### config.mk
export PLATFORM = sky130hd
export DESIGN_NAME = pipeline_hazard_ctrl
export DESIGN_NICKNAME = d
export VERILOG_FILES = /design/src/rtl/pipeline_hazard_ctrl_pkg.sv /design/src/rtl/pipeline_hazard_ctrl_sat_counter.sv /design/src/rtl/pipeline_hazard_ctrl.sv
export SDC_FILE = /design/constraint.sdc
export NUM_CORES = 1
export LEC_CHECK = 0
export CORE_MARGIN = 2
export CORE_UTILIZATION = 32
export CTS_BUF_LIST = sky130_fd_sc_hd__clkbuf_8
export CTS_CLUSTER_SIZE = 12
export DETAILED_ROUTE_END_ITERATION = 10
export PLACE_DENSITY = 0.87
export SYNTH_ARGS = -nofsm -noshare
export SYNTH_HDL_FRONTEND = slang
export SYNTH_SLANG_ARGS = --single-unit
### constraint.sdc
create_clock -name Clk -period 2.2 [get_ports Clk]
set_input_delay 0.44 -clock Clk [delete_from_list [all_inputs] [get_ports Clk]]
set_output_delay 0.44 -clock Clk [all_outputs]
set_load 0.01 [all_outputs]
### src/rtl/pipeline_hazard_ctrl_pkg.sv
// Shared types and constants for the pipeline sequencing controller.
// Also hosts the NOP control word that MuxControlSignal injects when S=1.
package pipeline_ctrl_pkg;

  typedef enum logic [1:0] {
    RUN      = 2'd0,
    LD_STALL = 2'd1,
    MEM_WAIT = 2'd2
  } state_t;

  localparam int REG_ZERO = 0;

  // Control word width of the ID/EX control bundle; a bubble is all zeros.
  localparam int CTRL_W = 16;
  localparam logic [CTRL_W-1:0] NOP_CTRL = '0;

  function automatic logic src_hit(input logic use_src, input logic [31:0] src,
                                   input logic [31:0] dst);
    return use_src && (src == dst);
  endfunction

endpackage

### src/rtl/pipeline_hazard_ctrl_sat_counter.sv
// Saturating up-counter with async active-low reset and synchronous clear.
// Holds at all ones once reached; clear has priority over enable.
module sat_counter #(
  parameter int WIDTH = 8
) (
  input  logic             clk,
  input  logic             rst_n,
  input  logic             clear,
  input  logic             en,
  output logic [WIDTH-1:0] count
);

  always_ff @(posedge clk or negedge rst_n) begin
    if (!rst_n) begin
      count <= '0;
    end else if (clear) begin
      count <= '0;
    end else if (en && (count != {WIDTH{1'b1}})) begin
      count <= count + 1'b1;
    end
  end

endmodule

### src/rtl/pipeline_hazard_ctrl.sv
// Pipeline sequencing controller: PC/IF-ID load enables, NOP injection,
// annul flush and memory-wait freeze. Optional stall counter: HAZARD_PERF_CNT_EN.
module pipeline_hazard_ctrl
  import pipeline_ctrl_pkg::*;
#(
  parameter int REG_W             = 5,
  parameter int LOAD_STALL_CYCLES = 1,
  parameter int MAX_WAIT          = 15,
  parameter int CNT_W             = 16
) (
  input  logic             Clk,
  input  logic             R,
  input  logic [REG_W-1:0] ID_rs1,
  input  logic [REG_W-1:0] ID_rs2,
  input  logic             ID_use_rs1,
  input  logic             ID_use_rs2,
  input  logic             ID_B_instr,
  input  logic             ID_29_a,
  input  logic             branch_taken,
  input  logic [REG_W-1:0] EX_rd,
  input  logic             EX_load_instr,
  input  logic             EX_RF_enable,
  input  logic             MEM_DataMem_enable,
  input  logic             DM_ready,
  output logic             LE_PC,
  output logic             LE_IF_ID,
  output logic             S,
  output logic             IF_ID_flush,
  output logic             Pipe_hold,
  output logic             mem_timeout,
  output logic [CNT_W-1:0] stall_cycles,
  output logic [1:0]       dbg_state
);

  localparam int WAIT_W = $clog2(MAX_WAIT + 1);
  localparam int BUB_W  = $clog2(LOAD_STALL_CYCLES + 1);
  localparam bit MULTI_BUBBLE = (LOAD_STALL_CYCLES > 1);
  localparam logic [BUB_W-1:0]  BUB_INIT  = BUB_W'(LOAD_STALL_CYCLES - 1);
  localparam logic [WAIT_W-1:0] WAIT_LAST = WAIT_W'(MAX_WAIT - 1);

  state_t            state_q, state_d;
  logic [BUB_W-1:0]  bub_q, bub_d;
  logic [WAIT_W-1:0] wait_cnt;
  logic              memwait, loaduse, annul;
  logic              rs1_hit, rs2_hit;

  // Memory handshake: an access in MEM (enable) completes in the cycle DM_ready
  // is high; every enabled cycle without DM_ready is a wait cycle. Hazard terms
  // are gated by R so reset forces plain RUN outputs regardless of inputs.
  assign rs1_hit = src_hit(ID_use_rs1, 32'(ID_rs1), 32'(EX_rd));
  assign rs2_hit = src_hit(ID_use_rs2, 32'(ID_rs2), 32'(EX_rd));
  assign memwait = R && MEM_DataMem_enable && !DM_ready;
  assign loaduse = R && EX_load_instr && EX_RF_enable &&
                   (EX_rd != REG_W'(REG_ZERO)) && (rs1_hit || rs2_hit);
  assign annul   = R && ID_B_instr && ID_29_a && !branch_taken;

  assign dbg_state = state_q;

  always_ff @(posedge Clk or negedge R) begin
    if (!R) begin
      state_q <= RUN;
      bub_q   <= '0;
    end else begin
      state_q <= state_d;
      bub_q   <= bub_d;
    end
  end

  always_comb begin
    state_d = state_q;
    bub_d   = bub_q;
    if (memwait) begin
      state_d = MEM_WAIT;
      bub_d   = '0;
    end else begin
      case (state_q)
        LD_STALL: begin
          if (bub_q <= BUB_W'(1)) begin
            state_d = RUN;
            bub_d   = '0;
          end else begin
            bub_d = bub_q - BUB_W'(1);
          end
        end
        default: begin
          // RUN, and MEM_WAIT on its release cycle, re-evaluate as RUN.
          state_d = RUN;
          if (loaduse && MULTI_BUBBLE) begin
            state_d = LD_STALL;
            bub_d   = BUB_INIT;
          end
        end
      endcase
    end
  end

  always_comb begin
    LE_PC       = 1'b1;
    LE_IF_ID    = 1'b1;
    S           = 1'b0;
    IF_ID_flush = 1'b0;
    Pipe_hold   = 1'b0;
    if (memwait) begin
      LE_PC     = 1'b0;
      LE_IF_ID  = 1'b0;
      Pipe_hold = 1'b1;
    end else if ((state_q == LD_STALL) || loaduse) begin
      LE_PC    = 1'b0;
      LE_IF_ID = 1'b0;
      S        = 1'b1;
    end else if (annul) begin
      IF_ID_flush = 1'b1;
    end
  end

  // wait_cnt counts consecutive wait cycles; the timeout latches on the wait
  // cycle that brings the count to MAX_WAIT.
  sat_counter #(.WIDTH(WAIT_W)) u_wait_cnt (
    .clk   (Clk),
    .rst_n (R),
    .clear (!memwait),
    .en    (memwait),
    .count (wait_cnt)
  );

  always_ff @(posedge Clk or negedge R) begin
    if (!R) begin
      mem_timeout <= 1'b0;
    end else if (memwait && (wait_cnt >= WAIT_LAST)) begin
      mem_timeout <= 1'b1;
    end
  end

`ifdef HAZARD_PERF_CNT_EN
  sat_counter #(.WIDTH(CNT_W)) u_stall_cnt (
    .clk   (Clk),
    .rst_n (R),
    .clear (1'b0),
    .en    (!LE_PC),
    .count (stall_cycles)
  );
`else
  assign stall_cycles = '0;
`endif

endmodule

==> reports/metrics.yaml <==
worst_setup_path:
  crit_start: "ID_rs1[2]"
  crit_path_start_kind: "primary input"
  crit_family: "simple AND/OR/NAND/NOR gates"
  cp_max_fo: 3
  cpPeakStageDelay_ns: 0.31
  r2r-start: "u_wait_cnt.count[0]$_DFFE_PN0P_"
  crit_type: "in2out"
  cp_data_arrival_time_ns: 1.72
  critPathRequiredTime_ns: 1.76
  cp.buffers_inverters: 2
  critical-path-slowest-cell: "nor4_1"
  crit_chain: "dlygate4sd2_1 > xor2_1 > nor4_1 > nand3_1 > a21o_2 > and3_4 > buf_6"
  crit_path_end_kind: "primary output"
place:
  port_buffers: 32
  place.gp.congestion: 0.698
  dp_hpwl_um: 1220
  placed_cells: 124
floorplanning:
  ios: 50
  initial_core_util_pct: 33.7
  die_x_um: 46.4
  die_h_um: 46.4
  dieArea_mm2: 0.00215
  rows: 15
  core_mm2: 0.00171
detailed_routing:
  drc_errors: 0
  route.vias.total: 554
  avgRoutedWirePerCell_um: 11.3
  drt-total-wl_um: 1440
  vias_per_cell: 4.33
  dr.pass1.iters: 3
  dr.first_iter.drc_count: 4
  ant_nets: 0
timing:
  slew_viol_final: 0
  post-route-period-util_pct: 98.1
  fin_crit_ns: 2.16
  skew_ns: 0.000977
  setup_viol: 0
  fin_hold_ws_ns: 0.385
  fmax_mhz: 463
  finalHoldViolCount: 0
pwr:
  report.power.total_mw: 0.374
  p_leak_nw: 0.433
  p_per_area_mw_per_mm2: 411
  peakVddDrop_mv: 0.324
status:
  status: "completed"
clocking:
  cts.sink_count: 6
  numCtsBuffers: 3
  worstSkewPairLatency_ns: 0.22
  cts.path.max_buffers: 2
  cts_tree: "built"
  clk_transition_reported_paths_ns: 0.03
  clockRootBuffer: "clkbuf_8"
  htreeDepth: 1
finish:
  seq_area_um2: 150
  nFillCells: 163
  instances_no_fill: 128
  multi_input_area_um2: 359
  areaGrowthSynthToFinish_pct: 58.0
  nets: 133
  drive_above_1_share_pct: 19.4
  antenna_cells: 0
grt:
  grt_pass1_wl_um: 2130
  grtUsageTotal_pct: 14.4
  overflow: 0
  grt_max_degree: 7
  antenna_found_initial: 0
  grt_pass1_vias: 528
logic_synthesis:
  synth_seq_cells: 6
  synth-seq-area-share_pct: 26.1
  ys_types: 24
  synth.avg_cell_area_um2: 8.72
  post_synth_inst_count: 66
  synthesis.area_um2: 576
  ys.warnings.count: 0
run:
  cap_violations: 0
hold_path:
  hold_path_class: "in2async"
==> cell usage after synthesis <==
cell,count,area (µm²)
buf_4,18,135
xor2_1,8,70.1
dfrtp_1,6,150
nor2_1,5,18.8
nand3_1,4,20.0
xnor2_1,3,26.3
ha_1,2,25.0
inv_1,2,7.51
nor3_1,2,10.0
nor4_1,2,12.5
a211oi_1,1,7.51
a21o_2,1,8.76
a31oi_1,1,6.26
and2_2,1,7.51
and3_1,1,6.26
and4b_1,1,10.0
conb_1,1,3.75
nand2_1,1,3.75
nand3b_1,1,7.51
nor3b_1,1,7.51
o2111ai_1,1,8.76
o211ai_1,1,7.51
o21bai_1,1,7.51
or4_1,1,7.51
==> final timing paths <==
kind	slack, ns	cells past startpoint	end
worst max-delay path	0.04	7	IF_ID_flush
worst min-delay path	0.38	2	dbg_state[1]$_DFF_PN0_
worst max register to register	1.04	4	u_wait_cnt.count[1]$_DFFE_PN0P_
worst min register to register	0.48	1	mem_timeout$_DFFE_PN0P_
max in group asynchronous	1.70	2	u_wait_cnt.count[0]$_DFFE_PN0P_
min in group Clk	0.48	1	mem_timeout$_DFFE_PN0P_
==> placed cells by master, fill, tap and decap left out <==
cell type / n
nor4_1: 2
buf_6: 3
buf_4: 4
o211ai_1: 1
and3_4: 1
xor2_1: 8
and2_4: 1
clkbuf_2: 2
or4_4: 1
nand2_1: 1
dfrtp_1: 6
dlygate4sd2_1: 7
and4b_1: 1
clkdlybuf4s50_1: 14
a31oi_1: 1
o2111ai_2: 1
clkdlybuf4s15_1: 3
a21o_2: 1
buf_2: 3
conb_1: 17
nor3b_1: 1
nor2_1: 5
clkbuf_8: 3
inv_1: 2
o21bai_1: 1
nor3_1: 2
a211oi_1: 1
nand3_1: 4
ha_1: 2
xnor2_1: 3
nand3b_1: 1
==> per-stage QoR <==
stage / setup TNS, ns / setup WS, ns / cell area, µm² / util, %
2_1_floorplan: 0 / 0.233 / 636 / -
3_3_place_gp: -2.62 / -0.652 / 875 / 51.2
3_5_place_dp: -2.79 / -0.696 / 875 / 51.2
4_1_cts: -0.0265 / -0.0265 / 918 / 53.8
5_1_grt: -0.00649 / -0.00649 / 910 / 53.3
6_report: 0 / 0.0408 / 910 / 53.3
==> cell type report <==
class	instances	share of cell area, %
clock buffer	3	4.54
inverter	2	0.825
multi-input combinational	56	39.5
sequential	6	16.5
tap	25	3.44
timing repair buffer	36	35.2
==> state kept, by name, summed over array words and instances, names as in the netlist <==
name / cells
mem_timeout: 1
dbg_state: 1
u_wait_cnt.count: 4
==> timing repair <==
item                                    in CTS  in global routing
setup buffers                                1                  0
resized for setup                           41                  9
hold buffers                                 0                  0
pin swaps                                    7                  9
endpoints found under the setup margin       5                  4
==> power by group <==
part           leakage, nW  internal, mW  switching [mW]
logic                0.329        0.0551          0.0448
registers           0.0823         0.113         0.00189
clock network       0.0216         0.117          0.0416
total                0.433         0.285          0.0882
==> cells by family after synthesis <==
kind of cell / share of synthesized area [%]
simple gates: 19.4
other cells: 0.652
compound gates: 8.05
fa+ha+maj: 4.35
xor+xnor: 16.7
flops: 26.1
buf+inv: 24.8
==> per-layer routing <==
layer	global-route usage, %	wire [µm]
met1	12.4	465
met2	26.7	710
met3	8.63	251
met4	5.14	13
met5	0	0
==> worst reg2reg max path: stages (launching register included) <==
cell      delay, ns
dfrtp_1        0.42
ha_1           0.26
nand3_1        0.14
nor2_1         0.06
a211oi_1       0.20
(Power assumes the default switching activity.)
